[config.mk]
export PLATFORM = sky130hd
export DESIGN_NAME = vend_dispenser
export DESIGN_NICKNAME = d
export VERILOG_FILES = /design/src/rtl/vend_pkg.sv /design/src/rtl/vend_pending_ctr.sv /design/src/rtl/vend_dispenser.sv
export SDC_FILE = /design/constraint.sdc
export NUM_CORES = 1
export LEC_CHECK = 0
export CORE_MARGIN = 10
export CORE_UTILIZATION = 50
export DETAILED_ROUTE_END_ITERATION = 8
export PLACE_DENSITY = 0.74
export SYNTH_ARGS = -nofsm -noshare
export SYNTH_HDL_FRONTEND = slang
export SYNTH_SLANG_ARGS = --single-unit
[constraint.sdc]
create_clock -name clk -period 2.1 [get_ports clk]
set_input_delay 0.42 -clock clk [delete_from_list [all_inputs] [get_ports clk]]
set_output_delay 0.42 -clock clk [all_outputs]
set_load 0.005 [all_outputs]
[src/rtl/vend_pkg.sv]
// rtl/vend_pkg.sv - shared state encoding and default timing constants for the vending datapath
package vend_pkg;

  typedef enum logic [2:0] {
    IDLE      = 3'd0,
    MOTOR     = 3'd1,
    WAIT_DROP = 3'd2,
    HOPPER    = 3'd3,
    FAULT     = 3'd4
  } state_t;

  localparam int DEF_MOTOR_CYCLES   = 16;
  localparam int DEF_HOPPER_CYCLES  = 8;
  localparam int DEF_TIMEOUT_CYCLES = 64;
  localparam int DEF_CNT_W          = 2;

  function automatic int max3(input int a, input int b, input int c);
    int m;
    m = (a > b) ? a : b;
    return (m > c) ? m : c;
  endfunction

endpackage

[src/rtl/vend_pending_ctr.sv]
// rtl/vend_pending_ctr.sv - saturating pending-request counter with sticky overflow flag
module vend_pending_ctr #(
  parameter int W = 2
) (
  input  logic         clk,
  input  logic         rst_n,
  input  logic         inc,
  input  logic         dec,
  output logic [W-1:0] count,
  output logic         overflow
);

  localparam logic [W-1:0] MAXV = '1;

  // A request and a service in the same cycle cancel, even when saturated.
  always_ff @(posedge clk or negedge rst_n) begin
    if (!rst_n) begin
      count    <= '0;
      overflow <= 1'b0;
    end else if (inc && !dec) begin
      if (count == MAXV) begin
        overflow <= 1'b1;
      end else begin
        count <= count + W'(1);
      end
    end else if (dec && !inc && (count != '0)) begin
      count <= count - W'(1);
    end
  end

endmodule

[src/rtl/vend_dispenser.sv]
// rtl/vend_dispenser.sv - queues product/change requests and drives motor and hopper with timed pulses
module vend_dispenser
  import vend_pkg::*;
#(
  parameter int MOTOR_CYCLES   = DEF_MOTOR_CYCLES,
  parameter int HOPPER_CYCLES  = DEF_HOPPER_CYCLES,
  parameter int TIMEOUT_CYCLES = DEF_TIMEOUT_CYCLES,
  parameter int CNT_W          = DEF_CNT_W
) (
  input  logic             clk,
  input  logic             rst_n,
  input  logic             prod_req,
  input  logic             change_req,
  input  logic             drop_sense,
  input  logic             fault_clr,
  output logic             motor_on,
  output logic             hopper_on,
  output logic             busy,
  output logic             fault,
  output logic             vend_done,
  output logic             overflow,
  output logic [CNT_W-1:0] prod_pending,
  output logic [CNT_W-1:0] change_pending
);

  localparam int TMAX = max3(MOTOR_CYCLES, HOPPER_CYCLES, TIMEOUT_CYCLES);
  localparam int TW   = (TMAX > 2) ? $clog2(TMAX) : 1;

  localparam logic [TW-1:0] MOTOR_LAST   = TW'(MOTOR_CYCLES - 1);
  localparam logic [TW-1:0] HOPPER_LAST  = TW'(HOPPER_CYCLES - 1);
  localparam logic [TW-1:0] TIMEOUT_LAST = TW'(TIMEOUT_CYCLES - 1);

  state_t          state;
  logic [TW-1:0]   timer;
  logic            drop_m;
  logic            drop_s;
  logic            svc_prod;
  logic            svc_change;
  logic            prod_ovf;
  logic            change_ovf;

  always_ff @(posedge clk or negedge rst_n) begin
    if (!rst_n) begin
      drop_m <= 1'b0;
      drop_s <= 1'b0;
    end else begin
      drop_m <= drop_sense;
      drop_s <= drop_m;
    end
  end

  // Product work always wins over change when both are queued.
  assign svc_prod   = (state == IDLE) && (prod_pending != '0);
  assign svc_change = (state == IDLE) && (prod_pending == '0) && (change_pending != '0);

  vend_pending_ctr #(.W(CNT_W)) u_prod_ctr (
    .clk      (clk),
    .rst_n    (rst_n),
    .inc      (prod_req),
    .dec      (svc_prod),
    .count    (prod_pending),
    .overflow (prod_ovf)
  );

  vend_pending_ctr #(.W(CNT_W)) u_change_ctr (
    .clk      (clk),
    .rst_n    (rst_n),
    .inc      (change_req),
    .dec      (svc_change),
    .count    (change_pending),
    .overflow (change_ovf)
  );

  assign overflow = prod_ovf | change_ovf;

  always_ff @(posedge clk or negedge rst_n) begin
    if (!rst_n) begin
      state     <= IDLE;
      timer     <= '0;
      motor_on  <= 1'b0;
      hopper_on <= 1'b0;
      busy      <= 1'b0;
      fault     <= 1'b0;
      vend_done <= 1'b0;
    end else begin
      vend_done <= 1'b0;
      case (state)
        IDLE: begin
          timer <= '0;
          if (svc_prod) begin
            state    <= MOTOR;
            motor_on <= 1'b1;
            busy     <= 1'b1;
          end else if (svc_change) begin
            state     <= HOPPER;
            hopper_on <= 1'b1;
            busy      <= 1'b1;
          end
        end
        MOTOR: begin
          if (timer == MOTOR_LAST) begin
            state    <= WAIT_DROP;
            timer    <= '0;
            motor_on <= 1'b0;
          end else begin
            timer <= timer + TW'(1);
          end
        end
        WAIT_DROP: begin
          // A drop seen on the final timeout cycle still counts as a vend.
          if (drop_s) begin
            state     <= IDLE;
            vend_done <= 1'b1;
            busy      <= 1'b0;
          end else if (timer == TIMEOUT_LAST) begin
            state <= FAULT;
            fault <= 1'b1;
          end else begin
            timer <= timer + TW'(1);
          end
        end
        HOPPER: begin
          if (timer == HOPPER_LAST) begin
            state     <= IDLE;
            timer     <= '0;
            hopper_on <= 1'b0;
            busy      <= 1'b0;
          end else begin
            timer <= timer + TW'(1);
          end
        end
        FAULT: begin
          if (fault_clr) begin
            state <= IDLE;
            fault <= 1'b0;
            busy  <= 1'b0;
          end
        end
        default: begin
          state     <= IDLE;
          timer     <= '0;
          motor_on  <= 1'b0;
          hopper_on <= 1'b0;
          busy      <= 1'b0;
          fault     <= 1'b0;
        end
      endcase
    end
  end

endmodule

==> key figures <==
Logic synthesis
  • Area leader, netlist: dfrtp_1
  • Cell variety after synth: 40
  • Synth area leaders: dfrtp_1 46%, a21oi_1 4.6%, o21ai_0 4.6%, nor2_1 3.8%, a22o_1 2.9%
  • Register area share after synthesis: 46.3%
  • Post-Syn Area per Cell: 9.30 µm²
  • Post-synth EDFFs: 0
  • Synthesized Nets: 135
  • Post-Synthesis Cell Area: 0.00119 mm²
  • Post-synth top area share: 46.3%
  • Gate count of the mapped netlist: 128
  • Post-synth ARST share: 100%
  • Most used DFF post-synth: dfrtp_1
  • Synth Register Bits: 22
  • Synth warn: 0

STA
  • Tcrit/Tclk final: 93.0%
  • Minimum clock period: 1.95 ns
  • Rel. slew slack: 72.8%
  • Final TNS setup: 0 ns
  • Max-slew violations: 0
  • RSZ-0062 raised after global routing: no
  • Final hold violations: 0
  • Worst-Margin Slew: 0.407 ns
  • Clk_skew: 0.00357 ns
  • Fmax: 512 MHz
  • Final setup violation count: 0
  • Hold WS: 0.368 ns

Setup path
  • Crit Path Class: flop to flop
  • Worst-path fanout max: 6
  • CP cell instances: ha_2 -> or4bb_1 -> o21bai_1 -> a21oi_1 -> a221o_1
  • Cell family with most CP delay: compound AO/OA/AOI/OAI gates
  • Critical path buffers and inverters: 0
  • Arrival @ worst endpoint: 2.15 ns
  • Crit-path slowest cell: or4bb_1
  • Crit. End Element: flop
  • Startpoint types: flop
  • Critical path's largest stage delay: 0.55 ns
  • Critical Path RT: 2.30 ns

Power and ir drop
  • Internal Power: 0.00102 W
  • Seq pwr share: 40.9%
  • Logic pwr share: 45.0%
  • Leak Pwr: 0.568 nW
  • Maximum resistive drop on vdd: 0.690 mV
  • Pwr dens: 1130 mW/mm²
  • Sw power: 0.000587 W
  • Switch share: 36.6%
  • Clock network fraction of design power: 14.1%

CTS
  • TritonCTS Buffers: 3
  • Num Clock Sinks: 22
  • Reg clk slew, reported paths: 0.12 ns
  • Root buf cell: clkbuf_4
  • Worst-skew pair later-pin latency: 0.30 ns
  • Total setup buffers inserted after CTS: 0
  • Clock Tree Buf Depth: 2
  • CTS tree: yes
  • H-tree levels: 1

Route
  • Met2 Wirelength: 1150 µm
  • DRT met1 WL: 1100 µm
  • Initial DRC count: 44
  • Residual DRC: 0
  • Routed Wire Length: 2470 µm
  • DR top layer: met4
  • Final ANT Viol Nets: 0
  • Routed length on met3: 199 µm
  • Via count: 1038
  • Iteration count of the initial detailed-routing pass: 4
  • Vias per cell: 6.00
  • Wire length per cell: 14.3 µm

Global routing
  • Pin count of the biggest net entering global routing: 23
  • Vias in the first global route: 939
  • First-pass GRT wire length: 4410 µm
  • Grt total ovfl: 0
  • Tot GR Track Use: 11.8%
  • Antenna violations before repair: 0

Floorplanning
  • Core footprint: 0.00223 mm²
  • # IOs: 16
  • Die area: 0.00473 mm²
  • Cell Rows: 17
  • Die height: 68.8 µm
  • Die Wd: 68.8 µm
  • Initial Util: 53.3%

Final layout
  • Number of diodes: 0
  • Final #Nets: 153
  • Area delta synth->final: 19.0%
  • Share of cells above drive strength 1: 11.0%
  • Post-Layout Cell Count: 173

Placed design
  • Placed cells: 169
  • GP Congestion: 0.853
  • I/O Buffers: 15
  • Final HPWL DP: 1810 µm

Run status
  • Status: finished, final reports clean

Min path
  • Hold Path Class: flop to flop

Job
  • Maxcap violations: 0
[per-stage QoR]
stage / total power, W / utilization (%) / instance area, µm² / setup slack (ns)
after floorplan: 0.00114 / - / 1190 / 0.275
after global routing: 0.00175 / 63.4 / 1420 / 0.0181
after detailed placement: 0.00138 / 61.7 / 1380 / 0.143
final: 0.00161 / 63.4 / 1420 / 0.146
after global placement: 0.00137 / 61.7 / 1380 / 0.196
after CTS: 0.00161 / 63.3 / 1410 / 0.121
[per-layer routing]
metal	up-vias	track usage, %
li1	513	-
met1	495	15.6
met2	28	17.4
met3	2	5.15
met4	0	2.71
met5	-	0
[Yosys cell counts, types with 3 or more instances]
cell type	n
nand2_1	8
a21o_1	3
inv_1	3
a21oi_1	11
nor2_1	12
o21ai_0	11
clkbuf_1	5
dfrtp_1	22
nand2b_1	4
a22o_1	4
nand3_1	6
[flip-flops by register name (all words and copies together) (netlist names)]
signal / count
busy: 1
vend_done: 1
u_change_ctr.count: 2
motor_on: 1
drop_m: 1
timer: 6
fault: 1
hopper_on: 1
drop_s: 1
u_prod_ctr.overflow: 1
u_change_ctr.overflow: 1
state: 3
u_prod_ctr.count: 2
[final cells by class]
| cell class | count | area [µm²] |
|---|---|---|
| clock buffers | 4 | 36.3 |
| fillers | 206 | 817 |
| inverters | 3 | 11.3 |
| multi-input cells | 96 | 596 |
| flip-flops and latches | 22 | 551 |
| well taps | 28 | 35.0 |
| repair buffers | 20 | 188 |
[worst reg2reg max path, delay by kind of cell, from the launching register on]
kind	cells	cell delay, ns
fa+ha+maj	1	0.23
compound gates	3	0.68
simple gates	1	0.55
flops	1	0.39
[cells by family after synthesis]
family                   count (synthesis)  share of synthesized area [%]
flip-flops                              22                           46.3
buffers and inverters                   10                           3.89
AND/OR/NAND/NOR                         50                           23.3
multiplexers                             2                           1.79
adder cells (fa/ha/maj)                  1                           1.05
AO/OA/AOI/OAI                           43                           23.7
[path summary, 6_finish.rpt]
| check | cells past startpoint | to | slack [ns] | from |
|---|---|---|---|---|
| max in group asynchronous | 2 | timer[0]$_DFFE_PN0P_ | 1.44 | rst_n |
| worst min register to register | 0 | drop_s$_DFF_PN0_ | 0.37 | drop_m$_DFF_PN0_ |
| worst min-delay path | 0 | drop_s$_DFF_PN0_ | 0.37 | drop_m$_DFF_PN0_ |
| worst max-delay path | 5 | timer[3]$_DFFE_PN0P_ | 0.15 | timer[0]$_DFFE_PN0P_ |
| worst max register to register | 5 | timer[3]$_DFFE_PN0P_ | 0.15 | timer[0]$_DFFE_PN0P_ |
| min in group asynchronous | 2 | timer[5]$_DFFE_PN0P_ | 0.44 | rst_n |
[cells in the final DEF (no fill, tap or decap), types with 3 or more instances in the layout]
cell             count
dfrtp_1             22
clkdlybuf4s50_1     15
nor2_1              12
a21oi_1             11
o21ai_0             11
nand2_1              8
nand3_1              6
buf_4                5
nand2b_1             4
a22o_1               4
inv_1                3
a21o_1               3
clkbuf_4             3
[repair_timing]
action | CTS | global route
setup endpoints to repair | 0 | 1
hold buffers | 0 | 0
resized for setup | 0 | 1
[power by group through the flow]
| stage | registers (W) | clock network (W) | logic [W] |
|---|---|---|---|
| floorplan | 0.000620 | 0 | 0.000522 |
| CTS | 0.000653 | 0.000234 | 0.000722 |
| detailed placement | 0.000661 | 0 | 0.000715 |
| global route | 0.000674 | 0.000260 | 0.000820 |
| finish | 0.000657 | 0.000227 | 0.000723 |
| global placement | 0.000655 | 0 | 0.000711 |
No activity file was read; power rests on OpenSTA's default activity.
==> RTL change (same settings) <==
The package constant `DEF_MOTOR_CYCLES` goes from 16 to 32.
--- a/src/rtl/vend_pkg.sv
+++ b/src/rtl/vend_pkg.sv
@@ -9,7 +9,7 @@
     FAULT     = 3'd4
   } state_t;
 
-  localparam int DEF_MOTOR_CYCLES   = 16;
+  localparam int DEF_MOTOR_CYCLES   = 32;
   localparam int DEF_HOPPER_CYCLES  = 8;
   localparam int DEF_TIMEOUT_CYCLES = 64;
   localparam int DEF_CNT_W          = 2;
Behaviour: same outputs for any inputs over 10 cycles, from zero or initial values and one cycle with rst_n low; that may be too few to reach the edited logic, so the function may still have changed.
==> RTL change against the unedited design <==
  * Sequential power increased by 4.7%
  * Sequential cell count unchanged
  * Hold slack got worse by 0.0046 ns
  * Routed wire length increased by 7.0%
  * First-iteration DRC count increased by 30%
  * Final cell count decreased by 1.2%
  * Clock power increased by 2%
  * Power decreased by 4.5%
  * Worst setup slack got worse by 0.015 ns
  * Synthesized area decreased by 2.9%
  * Cell area decreased by 0.35%
  * Utilization increased by 0.38 points
  * Clock skew increased by 0.0033 ns
  * Largest cell class unchanged
==> RTL change: results (changes against the unedited design) <==
initial drt markers=57 (was 44); Final Skew=0.00683 ns (was 0.00357 ns); worst hold slack=0.363 ns (was 0.368 ns); relative slew slack=64.9% (was 72.8%); total track usage=11.8% (about the same); area of the multi-input gates=583 um^2 (was 596 um^2); outcome=finished, final reports clean (unchanged); met3 Resource Use GR=2.45% (was 5.15%); Final #Nets=151 (was 153); ant diodes=0 (unchanged); Cell Area, Placed=1360 um^2 (was 1380 um^2); top post-synthesis cells by area=dfrtp_1, o21ai_0, nand2_1 (was dfrtp_1, a21oi_1, o21ai_0); HPWL after DPL=1900 um (was 1810 um); Fillers=203 (was 206); P_leak=0.000535 uW (was 0.000568 uW); Syn Area/Cell=9.47 um^2 (was 9.30 um^2); post-synthesis sequential area ratio=47.7% (was 46.3%); Final non-clock buffer share=13.3% (about the same); core area=2210 um^2 (was 2230 um^2); Psw=588 uW (was 587 uW); drt total wl=2640 um (was 2470 um); Synth Area in Compound Gates=21.2% (was 23.7%); Layout clock area frac=2.57% (was 2.56%); routed wl met2=1170 um (was 1150 um); min-delay src=drop_m$_DFF_PN0_ (unchanged); Reg2Reg Setup Slack=0.13 ns (was 0.15 ns); adder-cell share of the synthesized area=1.08% (was 1.05%); Post-Layout Cell Count=171 (was 173); inverter count=5 (was 3); Netlist cell types=39 (was 40); count of multi-input gates=92 (was 96); first-pass GRT wire length=4320 um (was 4410 um); Layout Utilization=63.8% (was 63.4%); vias in the first global route=920 (was 939); routing usage on met2=17.4% (about the same); clock buffers=4 (unchanged); synth warn=0 (unchanged); R2R depth=6 (was 5); routability cong.=0.891 (was 0.853); pre-CTS setup slack=0.0662 ns (was 0.143 ns); layout cells sized above 1=11.9% (was 11.0%); met3 wire length=168 um (was 199 um); data arrival time of the worst path=2.17 ns (was 2.15 ns); post-synthesis xor/xnor area fraction=0.758% (was 0%); Tcrit/Tclk final=93.8% (was 93.0%); M1 wire length=1250 um (was 1100 um); initial antenna violation count=0 (unchanged); Final Hold Fails=0 (unchanged); multiplexer area fraction after synthesis=1.84% (was 1.79%); VDD IR-drop max=0.800 mV (was 0.690 mV); vias per cell=6.06 (was 6.00); post-synth top area share=47.7% (was 46.3%); M1 GR Usage=16.4% (was 15.6%); number of H-tree levels=1 (unchanged); sequential share of cell area=39.0% (was 38.9%); Synthesized Nets=129 (was 135); Cells on Worst Hold Path=0 (unchanged); most frequent cells after synthesis=dfrtp_1, o21ai_0, nand2_1 (was dfrtp_1, nor2_1, a21oi_1, o21ai_0, nand2_1); worst setup path end=state[0]$_DFFE_PN0P_ (was timer[3]$_DFFE_PN0P_)
-- RTL change: cell types whose count changed after synthesis, sizes merged, moves of 3 or more --
cell,unedited run,this run
a21o,3,0
nand3b,0,3
nor3,2,5
a41oi,0,3
nand2,8,13
clkbuf,5,0
nor2,12,9
a22o,4,0
nand2b,4,1
a21oi,11,6
-- RTL change: repair_timing --
item	in CTS	in global routing
setup buffers	0	0
gates resized for setup	0	2
endpoints found under the setup margin	0	1
-- RTL change: power by group through the flow --
stage,logic [uW],registers [uW],clock network (uW)
3_5_place_dp,607,685,0
2_1_floorplan,429,621,0
5_1_grt,696,713,255
3_3_place_gp,596,671,0
4_1_cts,611,674,239
6_report,615,688,231
-- RTL change: worst max-delay path, cell delays in order, from the launching register on --
cell and delay [ns]:
dfrtp_1 0.47, ha_4 0.20, nand3b_1 0.09, or3_1 0.34
a41oi_2 0.23, and3_4 0.21, mux2_2 0.32
